### config.mk
export PLATFORM = sky130hd
export DESIGN_NAME = call_dispatcher
export DESIGN_NICKNAME = d
export VERILOG_FILES = /design/src/rtl/call_dispatcher.sv
export SDC_FILE = /design/constraint.sdc
export NUM_CORES = 1
export LEC_CHECK = 0
export BUFFER_PORTS_ARGS = -buffer_cell sky130_fd_sc_hd__buf_2
export CORE_MARGIN = 3
export CORE_UTILIZATION = 45
export DETAILED_ROUTE_END_ITERATION = 10
export GPL_ROUTABILITY_DRIVEN = 0
export PLACE_DENSITY = 0.73
export SETUP_SLACK_MARGIN = 0.2
export SYNTH_ARGS = -nofsm -noshare
export SYNTH_HDL_FRONTEND = slang
export SYNTH_SLANG_ARGS = --single-unit
### constraint.sdc
create_clock -name clk -period 2.9 [get_ports clk]
set_input_delay 0.145 -clock clk [delete_from_list [all_inputs] [get_ports clk]]
set_output_delay 0.145 -clock clk [all_outputs]
set_load 0.01 [all_outputs]
### src/rtl/call_dispatcher.sv
// call_dispatcher
//   Request stage in front of the elevator controller. Latches cabin and hall
//   button presses into per-floor bitmaps and picks the next floor with a LOOK
//   sweep. It issues that floor as a one-cycle `pressed` strobe with `target`
//   and `direction`. It watches the controller's floor, door and motion to
//   detect arrival, clear served calls and hold a door dwell.
//
// Ports
//   clk, rst_n          clock, asynchronous active-low reset
//   car_call            cabin buttons, one bit per floor
//   hall_up             hall up buttons (top floor bit ignored)
//   hall_down           hall down buttons (floor 0 bit ignored)
//   current_floor       controller's present floor
//   door_state          controller door (OPEN/CLOSE)
//   elevator_direction  controller motion (UP/DOWN/IDLE)
//   target, direction   last issued floor and its direction
//   pressed             one-cycle issue strobe
//   pending             OR of all latched calls per floor
//   busy                high whenever the dispatcher is not idle

package call_dispatcher_pkg;
    typedef logic [3:0] floor_t;
    typedef enum logic {DOOR_CLOSE = 1'b0, DOOR_OPEN = 1'b1} door_t;
    typedef enum logic [1:0] {DIR_IDLE = 2'd0, DIR_UP = 2'd1, DIR_DOWN = 2'd2} direction_t;
endpackage

module call_dispatcher
    import call_dispatcher_pkg::*;
#(
    parameter int          NUM_FLOORS     = 8,
    parameter logic [31:0] DWELL_CYCLES   = 32'd100000000,
    parameter int          ACCEPT_TIMEOUT = 4
) (
    input  logic                  clk,
    input  logic                  rst_n,
    input  logic [NUM_FLOORS-1:0] car_call,
    input  logic [NUM_FLOORS-1:0] hall_up,
    input  logic [NUM_FLOORS-1:0] hall_down,
    input  floor_t                current_floor,
    input  door_t                 door_state,
    input  direction_t            elevator_direction,
    output floor_t                target,
    output direction_t            direction,
    output logic                  pressed,
    output logic [NUM_FLOORS-1:0] pending,
    output logic                  busy
);

    typedef enum logic [2:0] {IDLE_D, ISSUE_D, WAIT_ACCEPT_D, MOVING_D, DWELL_D} state_t;

    // There is no "up" from the top floor and no "down" from floor 0.
    localparam logic [NUM_FLOORS-1:0] UP_VALID   = {1'b0, {(NUM_FLOORS-1){1'b1}}};
    localparam logic [NUM_FLOORS-1:0] DOWN_VALID = {{(NUM_FLOORS-1){1'b1}}, 1'b0};

    state_t                state_q, state_d;
    logic [NUM_FLOORS-1:0] car_q, car_d, up_q, up_d, down_q, down_d;
    floor_t                target_q, target_d;
    direction_t            dir_q, dir_d, sweep_q, sweep_d;
    logic [31:0]           to_cnt_q, to_cnt_d, dwell_q, dwell_d;

    logic [NUM_FLOORS-1:0] cur_onehot, above_mask, below_mask;
    logic [NUM_FLOORS-1:0] cand, cand_above, cand_below, clr_mask, press_valid;
    logic                  parked, clear_en, press_here;
    logic                  sel_valid;
    floor_t                sel_floor, lo_above, hi_below;
    direction_t            sel_sweep;

    generate
        for (genvar gi = 0; gi < NUM_FLOORS; gi++) begin : g_floor
            assign cur_onehot[gi] = (current_floor == floor_t'(gi));
            assign above_mask[gi] = (floor_t'(gi) > current_floor);
            assign below_mask[gi] = (floor_t'(gi) < current_floor);
        end
    endgenerate

    assign parked      = (door_state == DOOR_OPEN) && (elevator_direction == DIR_IDLE);
    assign clear_en    = parked && ((state_q == IDLE_D) || (state_q == DWELL_D));
    assign clr_mask    = clear_en ? cur_onehot : '0;
    assign press_valid = car_call | (hall_up & UP_VALID) | (hall_down & DOWN_VALID);
    assign press_here  = |(press_valid & cur_onehot);

    // Clear is applied after the OR so a same-cycle press at a served floor loses.
    assign car_d  = (car_q  | car_call)                & ~clr_mask;
    assign up_d   = (up_q   | (hall_up & UP_VALID))    & ~clr_mask;
    assign down_d = (down_q | (hall_down & DOWN_VALID)) & ~clr_mask;

    // The current floor is never a candidate; those calls are served by the clear.
    assign cand       = (car_q | up_q | down_q) & ~cur_onehot;
    assign cand_above = cand & above_mask;
    assign cand_below = cand & below_mask;

    // LOOK selection: continue the sweep if anything lies ahead, else reverse.
    always_comb begin
        lo_above  = '0;
        hi_below  = '0;
        sel_valid = 1'b0;
        sel_floor = '0;
        sel_sweep = sweep_q;
        for (int i = NUM_FLOORS - 1; i >= 0; i--) begin
            if (cand_above[i]) lo_above = floor_t'(i);
        end
        for (int i = 0; i < NUM_FLOORS; i++) begin
            if (cand_below[i]) hi_below = floor_t'(i);
        end
        if (sweep_q == DIR_DOWN) begin
            if (|cand_below) begin
                sel_valid = 1'b1;
                sel_floor = hi_below;
            end else if (|cand_above) begin
                sel_valid = 1'b1;
                sel_floor = lo_above;
                sel_sweep = DIR_UP;
            end
        end else begin
            if (|cand_above) begin
                sel_valid = 1'b1;
                sel_floor = lo_above;
            end else if (|cand_below) begin
                sel_valid = 1'b1;
                sel_floor = hi_below;
                sel_sweep = DIR_DOWN;
            end
        end
    end

    always_comb begin
        state_d  = state_q;
        target_d = target_q;
        dir_d    = dir_q;
        sweep_d  = sweep_q;
        to_cnt_d = to_cnt_q;
        dwell_d  = dwell_q;
        case (state_q)
            IDLE_D: begin
                if (sel_valid) begin
                    target_d = sel_floor;
                    dir_d    = (sel_floor > current_floor) ? DIR_UP : DIR_DOWN;
                    sweep_d  = sel_sweep;
                    state_d  = ISSUE_D;
                end
            end
            ISSUE_D: begin
                to_cnt_d = '0;
                state_d  = WAIT_ACCEPT_D;
            end
            WAIT_ACCEPT_D: begin
                if (elevator_direction != DIR_IDLE) begin
                    state_d = MOVING_D;
                end else begin
                    to_cnt_d = to_cnt_q + 32'd1;
                    // Controller never started; drop back and re-issue.
                    if (to_cnt_q + 32'd1 == 32'(ACCEPT_TIMEOUT)) state_d = IDLE_D;
                end
            end
            MOVING_D: begin
                if (parked) begin
                    dwell_d = '0;
                    state_d = DWELL_D;
                end
            end
            DWELL_D: begin
                // A fresh press at this floor keeps the door open a full dwell.
                if (press_here) begin
                    dwell_d = '0;
                end else if (dwell_q == DWELL_CYCLES - 32'd1) begin
                    state_d = IDLE_D;
                end else begin
                    dwell_d = dwell_q + 32'd1;
                end
            end
            default: state_d = IDLE_D;
        endcase
    end

    always_ff @(posedge clk or negedge rst_n) begin
        if (!rst_n) begin
            state_q  <= IDLE_D;
            car_q    <= '0;
            up_q     <= '0;
            down_q   <= '0;
            target_q <= '0;
            dir_q    <= DIR_IDLE;
            sweep_q  <= DIR_UP;
            to_cnt_q <= '0;
            dwell_q  <= '0;
        end else begin
            state_q  <= state_d;
            car_q    <= car_d;
            up_q     <= up_d;
            down_q   <= down_d;
            target_q <= target_d;
            dir_q    <= dir_d;
            sweep_q  <= sweep_d;
            to_cnt_q <= to_cnt_d;
            dwell_q  <= dwell_d;
        end
    end

    assign target    = target_q;
    assign direction = dir_q;
    assign pressed   = (state_q == ISSUE_D);
    assign pending   = car_q | up_q | down_q;
    assign busy      = (state_q != IDLE_D);

endmodule

==> results of run 1 <==
## flip-flops by register name, summed over array words and instances (netlist names)
signal and cells:
to_cnt_q 32, dwell_q 32, sweep_q 2, car_q 8
state_q 3, down_q 8, target 3, direction 2
up_q 8
## power by group
| group | internal (mW) | switching [mW] | total, mW |
|---|---|---|---|
| Combinational | 0.310 | 0.446 | 0.757 |
| Clock | 0.580 | 0.550 | 1.13 |
| Sequential | 1.45 | 0.0922 | 1.54 |
## metrics by stage
step / cell area [µm²] / hold slack, ns / total power, mW / std cells
final: 7240 / 0.0101 / 3.42 / 944
after global placement: 6470 / 0.257 / 2.16 / 904
after global routing: 7240 / 0.00946 / 3.60 / 944
after detailed placement: 6470 / 0.271 / 2.19 / 904
after CTS: 7020 / 0.000353 / 3.38 / 934
after floorplan: 5860 / -0.151 / 1.93 / 683
## layer usage
layer	vias up	track usage
li1	2690	-
met1	2738	0.280
met2	240	0.354
met3	47	0.0523
met4	2	0.102
met5	-	0
## worst max-delay path, delay by kind of cell, from the launching register on
kind                       cells  cell delay, ns
and+or+nand+nor                5            1.06
buffers and inverters          1            0.14
DFF                            1            0.41
AOI/OAI and AO/OA              4            0.94
adders and majority gates      1            0.22
## kinds of logic (layout without fill, tap and decap cells)
group           count (synthesis)  count (layout)
other cells                     1               1
flops                          98              98
simple gates                  310             310
mux                             6               6
compound gates                175             175
xor+xnor                       32              32
fa+ha+maj                       5               5
buf+inv                        56             149
## worst paths after layout
check                             start           end
max                             up_q[5]  direction[1]
min                        hall_down[1]     down_q[1]
max reg2reg                     up_q[5]  direction[1]
min reg2reg                   target[0]     target[0]
max in group asynchronous         rst_n      car_q[1]
min in group asynchronous         rst_n   dwell_q[26]
## cell type report
type                       instances  area share
clock inverter                     6     0.00588
inverter                          26      0.0138
timing repair buffer             108       0.103
multi-input combinational        529       0.477
tap                              168      0.0290
clock buffer                       9      0.0311
sequential                        98       0.340
## repair_timing
action                     4_1_cts  5_1_grt
hold endpoints to repair        57        0
setup endpoints to repair        7        7
pin swaps                       19       14
hold buffers                     5        0
resized for setup               36       31
buffers inserted                10       10
## cells in the final DEF, fill, tap and decap left out, drive strengths merged, types with 22 or more instances in the layout
master and instances:
nand2 46, a21oi 29, nand3 45, buf 103
o21a 22, inv 27, nor4 22, o21ai 70
nor3 28, dfrtp 97, nor2 80
==> results.ini, run 1 <==
[sta]
min_period_over_period=0.994
worst_slew_pin_slew_ns=0.743
finalMaxSlewViolations=0
slew_headroom=0.505
setup_viol=0
setup_tns_ns=0
fin_crit_ns=2.88
rsz0062_at_grt=yes
clock.fmax_ghz=0.347
skew_ns=0.0129
final_hold_viol_count=0
fin_ws_ns=0.0179

[logic_synthesis]
syn_area_um2=5840
muxShareOfSynthArea=0.0111
synthAdderAreaFrac=0.0107
synth.avg_cell_area_um2=8.55
synthTopCellsByCount=97 x dfrtp_1, 79 x nor2_1, 68 x o21ai_0, 46 x nand2_1, 45 x nand3_1
synth_top_area_frac=0.416
synth-compound-area-share=0.189
netlist_top_cells_area=dfrtp_1 42%, o21ai_0 5.8%, nor2_1 5.1%
synthXorXnorAreaFrac=0.0480
synth_top_family_by_area=simple AND/OR/NAND/NOR gates
netlist-cell-type-count=68
yosysTopAreaCell=dfrtp_1
netlist_instances=683
syn_nets=721
synthFlopType=dfrtp_1
synth_edf_count=0
ys_ff_latch=98
synthSimpleGateAreaFrac=0.280
yosys_warnings=0
yosysSeqAreaShare=0.420
yosysMostFrequentCell=dfrtp_1
async_flop_share=1.00

[clocking]
clock_sinks=98
cts_buffers=9
htree_levels=3
path_clk_slew_ns=0.07
clock_latency_ns=0.36
cts_tree=built
clockBufferDepth=2
cts_root_buf=clkbuf_16

[worst_setup_path]
worstPathCellList=nor3_4 -> buf_6 -> nor3_4 -> o41ai_4 -> o21ai_2 -> nand2_2 -> a32o_2 -> ha_4 -> and3_4 -> or4_4 -> a21boi_2
path_class=register to register
ff2ff_path_depth=11
critPathRequiredTime_ns=3.15
cp-start-kind=register
cp.arrival_ns=3.13
path_common_cell=nor3_4
reg2reg_slack_ns=0.02
max_stage_delay_ns=0.47
endpoint_kind=register
path_max_fanout=2
cp_slowest_cell=or4_4

[drt]
dr.max_layer_used=met5
first_pass_iters=6
wl_met1_mm=6.78
vias_per_cell=6.06
routedWlPerCell_um=16.7
dr_wl_met2_mm=7.46
vias=5717
drc=0
drt_first_iter_violations=570
ant_nets=0
route.met3.wl_um=983
routed_wl_mm=15.8

[global_routing]
grt_use_total=0.220
grt_pass1_wl_mm=25.9
grt_max_degree=56
grt-ovfl-total=0
antenna_found_initial=1
grt_pass1_vias=5509

[hold_path]
min_path_cells=2
hold_class=input port to register

[run]
maxCapViolCount=0

[floorplan]
initial_core_util=0.472
coreArea_um2=12400
ios=49
die_width_um=120
die_area_um2=14400
die_h_um=120
num_rows=40

[final_layout]
multiInputGateArea_um2=3450
synthToLayoutAreaGrowth_pct=24.0
finalNetCount=810
fillers=1028
drive_gt1_frac=0.233
utilization=0.585
ff_latch_area_um2=2460
diodes=0

[placed_design]
dp_hpwl_mm=10.5
post-place-ws_ns=-0.103
portBuffers=45

[pwr]
powerDensity_nw_per_um2=473
peakVddDrop_uv=348
p_leak_nw=2.95

[outcome]
status=finished, final reports clean

(Power assumes the default switching activity.)
==> run 2, diff against run 1 <==
--- a/config.mk
+++ b/config.mk
@@ -10,6 +10,7 @@
 export CORE_UTILIZATION = 45
 export DETAILED_ROUTE_END_ITERATION = 10
 export GPL_ROUTABILITY_DRIVEN = 0
+export HOLD_SLACK_MARGIN = 0.1
 export PLACE_DENSITY = 0.73
 export SETUP_SLACK_MARGIN = 0.2
 export SYNTH_ARGS = -nofsm -noshare
==> run 2 against run 1 <==
Compared with the run above: the run now ends with negative setup slack left; count of clock-buffer cells in the layout is the same; critical path depth grew 3; cell count increased by 1.6%; total power is 0.68% higher; sequential share of layout area shrank 0.75 points; die area unchanged; clock skew barely moved; clock power hardly changed; sequential power is essentially flat; register-to-register slack worse by 0.02 ns.
==> results.ini, run 2 (same netlist as run 1, synthesis figures left out) <==
[hold_path]
hp-start=door_state
min_to=state_q[0]
min_path_cells=4  ; +2
hold_class=input port to register

[sta]
fin_ws_ns=-0.00291  ; -0.0208 ns
clock.fmax_ghz=0.344  ; -0.72%
finalMaxSlewViolations=0  ; unchanged
fin_crit_ns=2.90  ; +0.0208 ns
rsz0062_at_grt=yes
slew_headroom=0.496  ; -0.00826
final_hold_viol_count=0  ; unchanged
skew_ns=0.0124  ; -0.000490 ns
worst_slew_pin_slew_ns=0.755  ; +0.0124 ns
hold_ws_ns=0.195  ; +0.184 ns
setup_viol=1  ; +1
setup_tns_ns=-0.00291  ; -0.00291 ns
min_period_over_period=1.00  ; +0.00718

[floorplan]
coreArea_um2=12400  ; unchanged
num_rows=40  ; unchanged
initial_core_util=0.472  ; unchanged
ios=49  ; unchanged
die_width_um=120  ; unchanged
die_area_um2=14400  ; unchanged
die_h_um=120  ; unchanged

[global_routing]
grt_use_total=0.224  ; +0.00456
grt_max_degree=56  ; unchanged
grt_pass1_wl_mm=26.4  ; +2.0%
antenna_found_initial=1  ; unchanged
grt-ovfl-total=0  ; unchanged
grt_pass1_vias=5605  ; +1.7%

[worst_setup_path]
crit_buf_inv=3  ; +2
reg2reg_to=direction[1]
path_max_fanout=4  ; +2
cp.arrival_ns=3.15  ; +0.02 ns
max_stage_delay_ns=0.48  ; about the same
crit_family=compound AO/OA/AOI/OAI gates
r2r_start=up_q[4]
reg2reg_slack_ns=-0.003  ; -0.02 ns
ff2ff_path_depth=14  ; +3
cp-start-kind=register
cp_slowest_cell=or4_4
endpoint_kind=register
path_class=register to register
critPathRequiredTime_ns=3.15  ; about the same
worstPathCellList=nor3_4 -> buf_4 -> inv_1 -> o22ai_2 -> a21o_1 -> buf_4 -> nand2_1 -> nand2_1 -> a32o_2 -> ha_4 -> a21o_1 -> a21oi_1 -> or4_4 -> a21boi_2
cp.depth=14  ; +3

[pwr]
powerDensity_nw_per_um2=466  ; -1.6%
peakVddDrop_uv=349  ; +0.19%
p_leak_nw=3.02  ; +2.1%

[placed_design]
placed_area_um2=6470  ; unchanged
portBuffers=45  ; unchanged
dp.cells=904  ; unchanged
dp_hpwl_mm=10.5  ; unchanged

[clocking]
clockBufferDepth=2  ; unchanged
path_clk_slew_ns=0.07  ; about the same
clock_sinks=98  ; unchanged
cts_root_buf=clkbuf_16
cts_buffers=9  ; unchanged
htree_levels=3  ; unchanged
clock_latency_ns=0.36  ; about the same
cts_tree=built

[run]
maxCapViolCount=0  ; unchanged

[outcome]
violations=negative setup slack
status=finished with violations

[drt]
routed_wl_mm=16.4  ; +3.9%
first_pass_iters=6  ; unchanged
vias_per_cell=6.09  ; +0.62%
drc=0  ; unchanged
drt_first_iter_violations=604  ; +6.0%
ant_nets=0  ; unchanged
routedWlPerCell_um=17.1  ; +2.3%
vias=5844  ; +2.2%

[final_layout]
finalInstanceArea_um2=7400  ; +2.3%
layout.cells.non_filler=959  ; +1.6%
finalNetCount=825  ; +1.9%
final_common_cell=dfrtp_1
synthToLayoutAreaGrowth_pct=26.8
layout_common_cells=92 x dfrtp_1, 77 x nor2_1, 68 x o21ai_0
drive_gt1_frac=0.230  ; -0.00316
largestRegisters=dwell_q (32), to_cnt_q (32)
fillers=1016  ; -1.2%
diodes=0  ; unchanged

-- run 2: layout make-up --
type                       instances  area [µm²]  area share
multi-input combinational        529        3450       0.467
inverter                          26         100      0.0135
timing repair buffer             123         910       0.123
tap                              168         210      0.0284
clock buffer                       9         225      0.0304
sequential                        98        2460       0.332
clock inverter                     6        42.5     0.00575
-- run 2: power breakdown --
group	switching, mW	internal, mW
combinational	0.457	0.325
sequential	0.0932	1.45
clock	0.546	0.580
total	1.10	2.35
-- run 2: metrics by stage --
step	util	power, mW	setup slack, ns
detailed placement	0.523	2.19	-0.103
global placement	0.523	2.16	0.0819
CTS	0.583	3.39	0.103
finish	0.599	3.45	-0.00291
floorplan	-	1.93	0.223
global route	0.599	3.62	-0.0758
-- run 2: worst max-delay path by stage --
stage / from / slack, ns / end
floorplan: up_q[6] / 0.22 / direction[1]
global placement: up_q[5] / 0.08 / direction[1]
detailed placement: up_q[5] / -0.10 / direction[1]
CTS: down_q[7] / 0.10 / direction[1]
global route: up_q[1] / -0.08 / direction[1]
finish: up_q[4] / -0.003 / direction[1]
-- run 2: worst register-to-register path, delay by kind of cell, from the launching register on --
family                     cells  cell delay, ns
AOI/OAI and AO/OA              6            0.97
and+or+nand+nor                4            0.70
buffers and inverters          3            0.44
DFF                            1            0.40
adders and majority gates      1            0.28
-- run 2: what timing repair did --
item / in CTS / in global routing
setup endpoints to repair: 7 / 7
endpoints found under the hold margin: 75 / 0
resized for setup: 36 / 35
pin swaps: 19 / 17
hold buffers: 23 / 0
setup buffers: 10 / 7
gates cloned: 0 / 0
-- run 2: metal layers --
metal | wire (µm) | GRT usage
met1 | 6800 | 0.284
met2 | 7900 | 0.363
met3 | 1010 | 0.0533
met4 | 650 | 0.104
met5 | 7 | 0
==> run 3, diff against run 2 <==
--- a/config.mk
+++ b/config.mk
@@ -6,6 +6,7 @@
 export NUM_CORES = 1
 export LEC_CHECK = 0
 export BUFFER_PORTS_ARGS = -buffer_cell sky130_fd_sc_hd__buf_2
+export CORE_ASPECT_RATIO = 1.1
 export CORE_MARGIN = 3
 export CORE_UTILIZATION = 45
 export DETAILED_ROUTE_END_ITERATION = 10
==> run 3 against run 2 <==
Compared with the run above: the flow now finishes without violations; via count decreased by 2.7%; die area about the same; global-route usage decreased by 0.95 points; core utilization decreased by 2.4 points; critical path type unchanged; largest power group unchanged; highest routed layer is now met4.
==> results.ini, run 3 (same netlist as run 1, synthesis figures left out) <==
[placed_design]
portBuffers=45  ; unchanged
placed_area_um2=6440  ; -0.41%
dp_hpwl_mm=10.5  ; +0.39%

[clocking]
clock_latency_ns=0.36  ; about the same
clock_sinks=98  ; unchanged
path_clk_slew_ns=0.07  ; about the same
cts_buffers=9  ; unchanged
htree_levels=3  ; unchanged
clockBufferDepth=2  ; unchanged
cts_tree=built
cts_root_buf=clkbuf_16

[floorplan]
num_rows=43  ; +7.5%
coreArea_um2=12600  ; +2.3%
die_h_um=125  ; +4.6%
die_width_um=115  ; -4.4%
initial_core_util=0.462  ; -0.0105
ios=49  ; unchanged
die_area_um2=14400  ; about the same

[sta]
finalMaxSlewViolations=0  ; unchanged
slew_headroom=0.468  ; -0.0281
setup_tns_ns=0  ; +0.00291 ns
skew_ns=0.0115  ; -0.000910 ns
min_period_over_period=0.995  ; -0.00568
clock.fmax_ghz=0.346  ; +0.57%
worst_slew_pin_slew_ns=0.797  ; +0.0421 ns
setup_viol=0  ; -1
fin_crit_ns=2.89  ; -0.0165 ns
rsz0062_at_grt=yes
hold_ws_ns=0.190  ; -0.00435 ns
final_hold_viol_count=0  ; unchanged

[global_routing]
grt_max_degree=63  ; +13%
grt_pass1_vias=5528  ; -1.4%
antenna_found_initial=0  ; -1
grt-ovfl-total=0  ; unchanged
grt_use_total=0.215  ; -0.00948
grt_pass1_wl_mm=25.5  ; -3.4%

[pwr]
p_leak_nw=2.92  ; -3.1%
powerDensity_nw_per_um2=477  ; +2.4%
peakVddDrop_uv=307  ; -12%
power_mw=3.47  ; +0.58%

[worst_setup_path]
critPathRequiredTime_ns=3.15  ; about the same
crit_family=compound AO/OA/AOI/OAI gates
worstPathCellList=nor3_4 -> inv_1 -> a22oi_2 -> o22ai_1 -> o22ai_1 -> a21oi_1 -> a32oi_2 -> ha_4 -> and3_4 -> or4_4 -> a21boi_2
max_stage_delay_ns=0.47  ; about the same
endpoint_kind=register
cp.arrival_ns=3.13  ; -0.02 ns
path_max_fanout=4  ; unchanged
path_common_cell=o22ai_1
crit_buf_inv=1  ; -2
cp_slowest_cell=or4_4
path_class=register to register
cp-start-kind=register

[drt]
first_pass_iters=5  ; -1
route.met3.wl_um=879  ; -13%
vias=5685  ; -2.7%
drt_first_iter_violations=771  ; +28%
dr_wl_met2_mm=7.55  ; -4.5%
wl_met1_mm=6.78  ; -0.37%
routedWlPerCell_um=16.5  ; -3.3%
vias_per_cell=6.01  ; -1.4%
drc=0  ; unchanged
dr.max_layer_used=met4
ant_nets=0  ; unchanged
routed_wl_mm=15.6  ; -4.6%

[final_layout]
largestRegisters=dwell_q (32), to_cnt_q (32)
diodes=0  ; unchanged
layout_common_cells=92 x dfrtp_1, 77 x nor2_1, 68 x o21ai_0
drive_gt1_frac=0.219  ; -0.0108
synthToLayoutAreaGrowth_pct=24.6
fillers=1030  ; +1.4%
finalInstanceArea_um2=7270  ; -1.7%
final_common_cell=dfrtp_1
finalNetCount=822  ; -0.36%

[run]
maxCapViolCount=0  ; unchanged

[outcome]
status=finished, final reports clean

[hold_path]
hold_class=input port to register

-- run 3: timing repair --
item,in CTS,in global routing
pin swaps,8,23
cloned,0,0
resized for setup,22,27
setup buffers,4,10
hold buffers,23,0
setup endpoints to repair,3,17
hold endpoints to repair,81,0
-- run 3: final cells by class --
| class | instances | area [µm²] | share of cell area |
|---|---|---|---|
| Tap cell | 157 | 196 | 0.0270 |
| Timing Repair Buffer | 120 | 848 | 0.117 |
| Multi-Input combinational cell | 529 | 3380 | 0.465 |
| Sequential cell | 98 | 2460 | 0.338 |
| Clock buffer | 9 | 225 | 0.0310 |
| Inverter | 26 | 97.6 | 0.0134 |
| Clock inverter | 7 | 66.3 | 0.00912 |
-- run 3: stage by stage --
step / setup WS [ns] / cells / util
after global placement: 0.0624 / 893 / 0.510
after detailed placement: -0.0390 / 893 / 0.510
after floorplan: 0.223 / 683 / -
after CTS: 0.161 / 936 / 0.561
final: 0.0135 / 946 / 0.575
after global routing: -0.0293 / 946 / 0.575
-- run 3: worst register-to-register path: stages, from the launching register on --
cell and delay [ns]:
dfrtp_1 0.41, nor3_4 0.30, inv_1 0.18, a22oi_2 0.16, o22ai_1 0.11, o22ai_1 0.22
a21oi_1 0.12, a32oi_2 0.24, ha_4 0.24, and3_4 0.17, or4_4 0.47, a21boi_2 0.17
-- run 3: path summary, 6_finish.rpt --
| check | cells past startpoint | from | slack (ns) | end |
|---|---|---|---|---|
| max in group asynchronous | 3 | rst_n | 1.66 | to_cnt_q[3] |
| min in group asynchronous | 2 | rst_n | 0.40 | dwell_q[3] |
| hold reg to reg | 2 | direction[0] | 0.49 | direction[0] |
| hold / removal | 3 | door_state | 0.19 | car_q[4] |
| setup / recovery | 11 | down_q[5] | 0.01 | direction[1] |
| setup reg to reg | 11 | down_q[5] | 0.01 | direction[1] |
-- run 3: per-layer routing --
layer / vias to the layer above / track usage
met5: - / 0
met4: 0 / 0.0901
met3: 47 / 0.0358
met2: 210 / 0.356
met1: 2724 / 0.275
li1: 2704 / -
-- run 3: power breakdown --
part | switching (mW) | internal (mW) | total [mW]
clock | 0.580 | 0.608 | 1.19
combinational | 0.438 | 0.301 | 0.739
sequential | 0.0948 | 1.45 | 1.54
